`src/rtl/complex_alu_seq.sv`:
```
// Sequential complex-number ALU: add, sub, multiply and magnitude-squared on
// packed {real, imag} operands with a valid/ready handshake on both sides.
module complex_alu_seq #(
  parameter int N = 32
) (
  input  logic         clk,
  input  logic         rst_n,
  input  logic [N-1:0] c,
  input  logic [N-1:0] d,
  input  logic [1:0]   control,
  input  logic         in_valid,
  output logic         in_ready,
  output logic [N-1:0] result,
  output logic         ovf,
  output logic         out_valid,
  input  logic         out_ready
);

  localparam int W = N / 2;
  localparam int A = 2 * W + 2;

  localparam logic [1:0] OP_ADD = 2'b00;
  localparam logic [1:0] OP_SUB = 2'b01;
  localparam logic [1:0] OP_MUL = 2'b10;
  localparam logic [1:0] OP_MAG = 2'b11;

  typedef enum logic [1:0] {
    IDLE = 2'd0,
    CALC = 2'd1,
    DONE = 2'd2
  } state_t;

  state_t               state_q, state_d;
  logic [1:0]           cnt_q, cnt_d;
  logic [1:0]           op_q, op_d;
  logic signed [W-1:0]  xr_q, xr_d, xi_q, xi_d, yr_q, yr_d, yi_q, yi_d;
  logic signed [A-1:0]  acc_re_q, acc_re_d, acc_im_q, acc_im_d;
  logic [N-1:0]         result_q, result_d;
  logic                 ovf_q, ovf_d;
  logic                 alive_q;

  logic signed [W-1:0]   ma, mb;
  logic signed [2*W-1:0] ma_ext, mb_ext, prod;
  logic signed [A-1:0]   prod_ext;
  logic signed [A-1:0]   xr_ext, xi_ext, yr_ext, yi_ext;
  logic [1:0]            k_last;

  // A value fits in W signed bits iff all bits from W-1 upward agree.
  function automatic logic out_of_range(input logic signed [A-1:0] v);
    logic [A-W:0] top;
    top = v[A-1:W-1];
    return !((&top) || !(|top));
  endfunction

  assign in_ready  = alive_q && (state_q == IDLE);
  assign out_valid = (state_q == DONE);
  assign result    = result_q;
  assign ovf       = ovf_q;

  assign xr_ext = {{(A-W){xr_q[W-1]}}, xr_q};
  assign xi_ext = {{(A-W){xi_q[W-1]}}, xi_q};
  assign yr_ext = {{(A-W){yr_q[W-1]}}, yr_q};
  assign yi_ext = {{(A-W){yi_q[W-1]}}, yi_q};

  // The single shared multiplier sees one operand pair per CALC cycle.
  always_comb begin
    ma = xr_q;
    mb = yr_q;
    case (op_q)
      OP_MUL: begin
        case (cnt_q)
          2'd0:    begin ma = xr_q; mb = yr_q; end
          2'd1:    begin ma = xi_q; mb = yi_q; end
          2'd2:    begin ma = xr_q; mb = yi_q; end
          default: begin ma = xi_q; mb = yr_q; end
        endcase
      end
      OP_MAG: begin
        if (cnt_q == 2'd0) begin
          ma = xr_q; mb = xr_q;
        end else begin
          ma = xi_q; mb = xi_q;
        end
      end
      default: begin
        ma = xr_q;
        mb = yr_q;
      end
    endcase
  end

  assign ma_ext   = {{W{ma[W-1]}}, ma};
  assign mb_ext   = {{W{mb[W-1]}}, mb};
  assign prod     = ma_ext * mb_ext;
  assign prod_ext = {{2{prod[2*W-1]}}, prod};

  always_comb begin
    case (op_q)
      OP_MUL:  k_last = 2'd3;
      OP_MAG:  k_last = 2'd1;
      default: k_last = 2'd0;
    endcase
  end

  always_comb begin
    state_d  = state_q;
    cnt_d    = cnt_q;
    op_d     = op_q;
    xr_d     = xr_q;
    xi_d     = xi_q;
    yr_d     = yr_q;
    yi_d     = yi_q;
    acc_re_d = acc_re_q;
    acc_im_d = acc_im_q;
    result_d = result_q;
    ovf_d    = ovf_q;
    case (state_q)
      IDLE: begin
        if (in_valid && in_ready) begin
          xr_d     = c[N-1:W];
          xi_d     = c[W-1:0];
          yr_d     = d[N-1:W];
          yi_d     = d[W-1:0];
          op_d     = control;
          cnt_d    = 2'd0;
          acc_re_d = '0;
          acc_im_d = '0;
          state_d  = CALC;
        end
      end
      CALC: begin
        case (op_q)
          OP_ADD: begin
            acc_re_d = xr_ext + yr_ext;
            acc_im_d = xi_ext + yi_ext;
          end
          OP_SUB: begin
            acc_re_d = xr_ext - yr_ext;
            acc_im_d = xi_ext - yi_ext;
          end
          OP_MUL: begin
            case (cnt_q)
              2'd0:    acc_re_d = prod_ext;
              2'd1:    acc_re_d = acc_re_q - prod_ext;
              2'd2:    acc_im_d = prod_ext;
              default: acc_im_d = acc_im_q + prod_ext;
            endcase
          end
          default: begin
            acc_re_d = (cnt_q == 2'd0) ? prod_ext : acc_re_q + prod_ext;
            acc_im_d = '0;
          end
        endcase
        // On the last cycle the freshly accumulated value is the final one.
        if (cnt_q == k_last) begin
          result_d = {acc_re_d[W-1:0], acc_im_d[W-1:0]};
          ovf_d    = out_of_range(acc_re_d) || out_of_range(acc_im_d);
          state_d  = DONE;
        end else begin
          cnt_d = cnt_q + 2'd1;
        end
      end
      DONE: begin
        if (out_ready) state_d = IDLE;
      end
      default: state_d = IDLE;
    endcase
  end

  always_ff @(posedge clk or negedge rst_n) begin
    if (!rst_n) begin
      state_q  <= IDLE;
      cnt_q    <= '0;
      op_q     <= '0;
      xr_q     <= '0;
      xi_q     <= '0;
      yr_q     <= '0;
      yi_q     <= '0;
      acc_re_q <= '0;
      acc_im_q <= '0;
      result_q <= '0;
      ovf_q    <= 1'b0;
      alive_q  <= 1'b0;
    end else begin
      state_q  <= state_d;
      cnt_q    <= cnt_d;
      op_q     <= op_d;
      xr_q     <= xr_d;
      xi_q     <= xi_d;
      yr_q     <= yr_d;
      yi_q     <= yi_d;
      acc_re_q <= acc_re_d;
      acc_im_q <= acc_im_d;
      result_q <= result_d;
      ovf_q    <= ovf_d;
      alive_q  <= 1'b1;
    end
  end

endmodule

```
`config.mk`:
```
export PLATFORM = sky130hd
export DESIGN_NAME = complex_alu_seq
export DESIGN_NICKNAME = d
export VERILOG_FILES = /design/src/rtl/complex_alu_seq.sv
export SDC_FILE = /design/constraint.sdc
export NUM_CORES = 2
export LEC_CHECK = 0
export CAP_MARGIN = 10
export CORE_UTILIZATION = 65
export DETAILED_ROUTE_END_ITERATION = 8
export DONT_BUFFER_PORTS = 1
export GPL_TIMING_DRIVEN = 0
export PLACE_DENSITY = 0.78
export SLEW_MARGIN = 5
export SYNTH_ARGS = -nofsm -noshare
export SYNTH_HDL_FRONTEND = slang
export SYNTH_SLANG_ARGS = --single-unit
export TNS_END_PERCENT = 50
```
`constraint.sdc`:
```
create_clock -name clk -period 30.2 [get_ports clk]
set_input_delay 3.02 -clock clk [delete_from_list [all_inputs] [get_ports clk]]
set_output_delay 3.02 -clock clk [all_outputs]
set_load 0.05 [all_outputs]
```
Word level (Yosys, flattened, before mapping) --
Index checks and enable logic that the tools add are counted.
Word-level totals: register bits after elaboration 172, bits of input ports 70, word-level logic and storage cells 81
Cells by class: $add $sub $neg 8, $mul 1, equality and inequality tests 12, multiplexer cells 23, reduce and logical (&&, ||, !) cells 25
Operator list (number):
- 34-bit one-hot mux with 2 select lines | 4
- 34-bit one-hot mux with 3 select lines | 2
- 34-bit two-way mux | 4
- 34-bit by 32-bit adder with 34-bit output | 2
- 16-bit one-hot mux with 2 select lines | 2
- 16-bit two-way mux | 3
- 19-bit AND reduction | 2
- 19-bit OR reduction | 2
- 16-bit by 16-bit adder with 17-bit output | 2
- 16-bit by 16-bit subtractor with 17-bit output | 2
- 34-bit by 32-bit subtractor with 34-bit output | 1
- 16-bit by 16-bit multiplier with 32-bit output | 1
- 2-bit two-way mux | 5
- 2-bit == test, second input constant | 4
- 2-bit one-hot mux with 2 select lines | 2
- 2-bit by 1-bit == test with 1-bit output, second input constant | 3
- 2-bit zero test | 3
- 2-bit one-hot mux with 3 select lines | 1
- 2-bit AND reduction | 3
- 3-bit AND reduction | 2
- 2-bit OR reduction | 3
- 1-bit zero test | 4
- 2-bit by 1-bit inequality test with 1-bit output, second input constant | 2
- 2-bit inequality test, second input constant | 2
- 5 further kinds | 8

Logic depth before layout (Yosys ltp) --
depth in word-level cells 14, mapped depth 49, mapped depth without buffers 43

Least setup slack after synthesis --
OpenSTA, ideal clock, no wires.
kind reg-to-reg, start reg cnt_q[0], end reg ovf_q, in the netlist ovf, arrival 10.425 ns, slack 19.646 ns, cell stages (with the launch flop) 43, period minus slack after synthesis 10.554 ns, cell sequence dfrtp_1 > inv_1 > ha_1 > clkbuf_1 > clkbuf_1 > clkbuf_1 > buf_1 > mux2i_1 > a22oi_1 > o22ai_1 > clkbuf_1 > nor2_1 > fa_1 > inv_1 > fa_1 > inv_1 > fa_1 > fa_1 > (+7 left out) > a21oi_1 > o21ai_1 > nand2_1 > nor4bb_1 > a311oi_1 > ha_1 > or4_1 > o311ai_2 > xnor2_1 > a221oi_1 > o21ai_0 > nand4_1 > or4_1 > nor4_1 > nand4_1 > or2_1 > mux2i_1 > a21oi_1
Between the ends: longest elaborated chain between the ends 14, elaborated cells on any way between the ends 35, classes of those cells add/sub (3); mul (1); eq/ne (3); mux (12); reduce/logical (16)
Ends and longest elaborated chain:
- from (decl) | RTL line 34 | logic [1:0] cnt_q, cnt_d;
- from (signal assigned) | RTL line 186 | cnt_q <= cnt_d;
- 2-bit == test (tied with other cells) | RTL line 71, 142
- 2-bit OR reduction (no source line)
- 16-bit two-way mux | RTL line 71 | case (cnt_q)
- 16-bit one-hot mux with 2 select lines | RTL line 69 | case (op_q)
- 16-bit by 16-bit multiplier with 32-bit output | RTL line 94 | assign prod = ma_ext * mb_ext;
- 34-bit by 32-bit subtractor with 34-bit output (tied with other cells) | RTL line 144 | 2'd1: acc_re_d = acc_re_q - prod_ext;
- 34-bit one-hot mux with 2 select lines or 34-bit two-way mux (tied branches) | RTL line 142, 150
- 34-bit one-hot mux with 3 select lines | RTL line 132 | case (op_q)
- 34-bit two-way mux | RTL line 117 | case (state_q)
- 19-bit OR reduction | RTL line 52 | return !((&top) || !(|top));
- 1-bit zero test | RTL line 52
- 1-bit logical OR | RTL line 52
- 1-bit zero test | RTL line 52
- 1-bit logical OR | RTL line 157 | ovf_d = out_of_range(acc_re_d) || out_of_range(acc_im_d);
- to (signal assigned) | RTL line 195 | ovf_q <= ovf_d;
- to (decl) | RTL line 39 | logic ovf_q, ovf_d;
Several ways; a longest one is shown, not always the timed one. The select of a mux whose other input is x is not followed. A chain may end at the register's enable or synchronous reset.

Final worst setup path --
Same ends and word-level chain as after synthesis.

==> results.yml <==
logic_synthesis:
  syn_nets: 4033
  netlist_instances: 3444
  synth_top_area_cell: "fa_1"
  postSynthAreaPerCell_um2: 8.12
  synth_common_cells: "inv_1 (439), nand2_1 (321), nor2_1 (290)"
  yosys_warnings: 0
  ys.flop_type: "dfrtp_1"
  synth_edf_count: 0
  synthDominantCellAreaShare_pct: 19.3
  netlist_area_um2: 28000
  synth_most_common_cell: "inv_1"
  ys_types: 88
  async_reset_ff_share_pct: 100
  synthTopCellsByArea: "fa_1 (19%), dfrtp_1 (15%), ha_1 (11%)"
  synth_seq_cells: 172
  yosysSeqAreaShare_pct: 15.4
floorplanning:
  rows: 75
  io_pins: 105
  die_area_um2: 43900
  core-area_um2: 42200
  dieWidth_um: 209
  start_util_pct: 66.2
  die_h_um: 209
worst_setup_path:
  timing.rr.end: "ovf"
  crit_end: "ovf"
  r2r_slack_ns: 14.47
  cp_common_cell: "fa_1"
  critical_path.max_stage_delay_ns: 0.93
  startpoint_type: "flop"
  rr_startpoint: "cnt_q[0]"
  crit_start: "cnt_q[0]"
  path_class: "reg -> reg"
  endpoint_kind: "flop"
  cp_max_fo: 10
  path_delay_family: "buffers and inverters"
  cp.depth: 45
  critical_path_required_ns: 30.55
  cp_slowest_cell: "buf_1"
  critPathBufInv: 12
  rr_worst_depth: 45
  crit_arrival_ns: 16.08
cells_and_area:
  post_route_cells_drive_above_1_share_pct: 4.83
  fin_util_pct: 69.3
  fin_nets: 4054
  areaGrowthSynthToFinish_pct: 4.68
place:
  place_congestion: 1.07
  pre_cts_ws_ns: 15.39
  port_buffers: 0
  dp_hpwl_um: 85200
global_routing:
  grt_overflow: 0
  met1_usage_pct: 60.5
  grtUsageMet2_pct: 73.7
  grt_pass1_wl_um: 161000
  grt_pass1_vias: 27800
  grt_usage_pct: 49.0
  antenna_found_initial: 7
  top_usage_layer: "met2"
  grt_max_degree: 173
  grt_use_met3_pct: 14.2
sta:
  timing.final.crit_share_pct: 52.1
  fin_skew_ns: 0.0166
  setup_ws_ns: 14.47
  hold_violations: 0
  worstMarginPinSlew_ns: 1.38
  min_period_ns: 15.73
  fmax_ghz: 0.0636
  finalSetupViolations: 0
  drv_slew: 0
  tns_ns: 0
  slew_headroom_pct: 7.78
  rsz0062_at_grt: "no"
detailed_routing:
  wl_um: 107000
  post_drt_wl_per_cell_um: 26.5
  drc: 2
  num_vias: 27900
  antenna_left: 0
  dr.pass1.iters: 9
  vias_per_cell: 6.93
  drt_iter0_markers: 3733
clock_network:
  cts_hold_buf: 0
  cts_resized: 0
  clock_path_buffers: 2
  insertion_delay_ns: 0.49
  h-tree-depth: 4
  numCtsBuffers: 17
  ctsRootBufferMaster: "clkbuf_16"
  cts_tree: "built"
  clkTransAtPathRegs_ns: 0.08
  cts.sinks: 172
  postCtsSetupBuffers: 0
run:
  drv_cap: 0
hold_path:
  min_path_type: "reg -> reg"
  worstHoldStart: "yi_q[7]"
outcome:
  outcome: "finished, violations left"
  violations: "DRC"
through the flow:
step | hold WS [ns] | cell area (um^2) | std cells
after floorplan | 0.497 | 28000 | 3444
after CTS | 0.554 | 29300 | 4016
after global routing | 0.561 | 29300 | 4017
after detailed placement | 0.535 | 28700 | 3984
final | 0.551 | 29300 | 4020
after global placement | 0.520 | 28600 | 3983
cell usage in the layout, fill, tap and decap left out, types with 17 or more instances in the layout:
cell,Yosys,layout
a211oi_1,40,40
a21o_1,29,29
a21oi_1,228,228
a221oi_1,39,39
a22oi_1,17,17
a31oi_1,35,35
and2_1,26,26
buf_1,18,18
clkbuf_1,141,141
clkbuf_16,0,17
dfrtp_1,172,172
fa_1,269,269
ha_1,250,250
inv_1,439,439
mux2_2,87,87
mux2i_1,44,44
nand2_1,321,321
nand2b_1,51,51
nand3_1,100,100
nand4_1,19,19
nor2_1,290,290
nor2b_1,41,41
nor3_1,63,63
nor4_1,20,20
o211ai_1,29,29
o21a_1,17,17
o21ai_0,218,217
o21ai_1,18,19
o21bai_1,20,20
o22ai_1,29,29
o31ai_1,26,26
xnor2_1,92,92
xor2_1,37,37
state kept, by name (all words and copies together), names as in the netlist:
signal and flops:
acc_im_q 34, cnt_q 2, alive_q 1, yr_q 16, state_q 2, xr_q 16
ovf 1, yi_q 16, op_q 2, xi_q 16, acc_re_q 34, result 32
worst min path at each step:
stage | cells past startpoint | to
floorplan | 2 | acc_re_q[0]
finish | 1 | yi_q[7]
global placement | 2 | acc_im_q[0]
CTS | 2 | acc_im_q[0]
detailed placement | 1 | yr_q[7]
global route | 1 | yi_q[6]
worst register-to-register path: cells and delay by family (launching register included):
family                     cells  cell delay [ns]
and+or+nand+nor               12             2.93
adders and majority gates      9             3.94
muxes                          2             0.45
xor gates and xnor gates       2             1.05
AOI/OAI and AO/OA              8             2.45
buffers and inverters         12             4.30
DFF                            1             0.48
logic make-up after synthesis:
| kind of cell | share of synthesized area (%) |
|---|---|
| other | 0.0134 |
| flip-flops | 15.4 |
| buffers and inverters | 8.35 |
| AO/OA/AOI/OAI | 20.2 |
| AND/OR/NAND/NOR | 16.4 |
| multiplexers | 5.08 |
| XOR/XNOR | 4.14 |
| adder cells (fa/ha/maj) | 30.4 |
routing by layer:
layer  vias up  part of all wire [%]
met4         6                   8.6
met3       570                    13
met1     13200                    36
met5         -                 0.044
li1      11900                     -
met2      2239                    42
final cells by class:
cell class              instances  area, um^2
multi-input cells            2657       21300
clock buffers                  17         425
diodes                          3        7.51
plain buffers                 175         683
clock inverters                15         175
repair buffers                  2        15.0
well taps                     539         674
fillers                      3380       12900
inverters                     440        1650
flip-flops and latches        172        4300
Power is left out: the tool's default activity adds up to more than one toggle a clock period on the data nets, which glitch-free logic cannot reach.
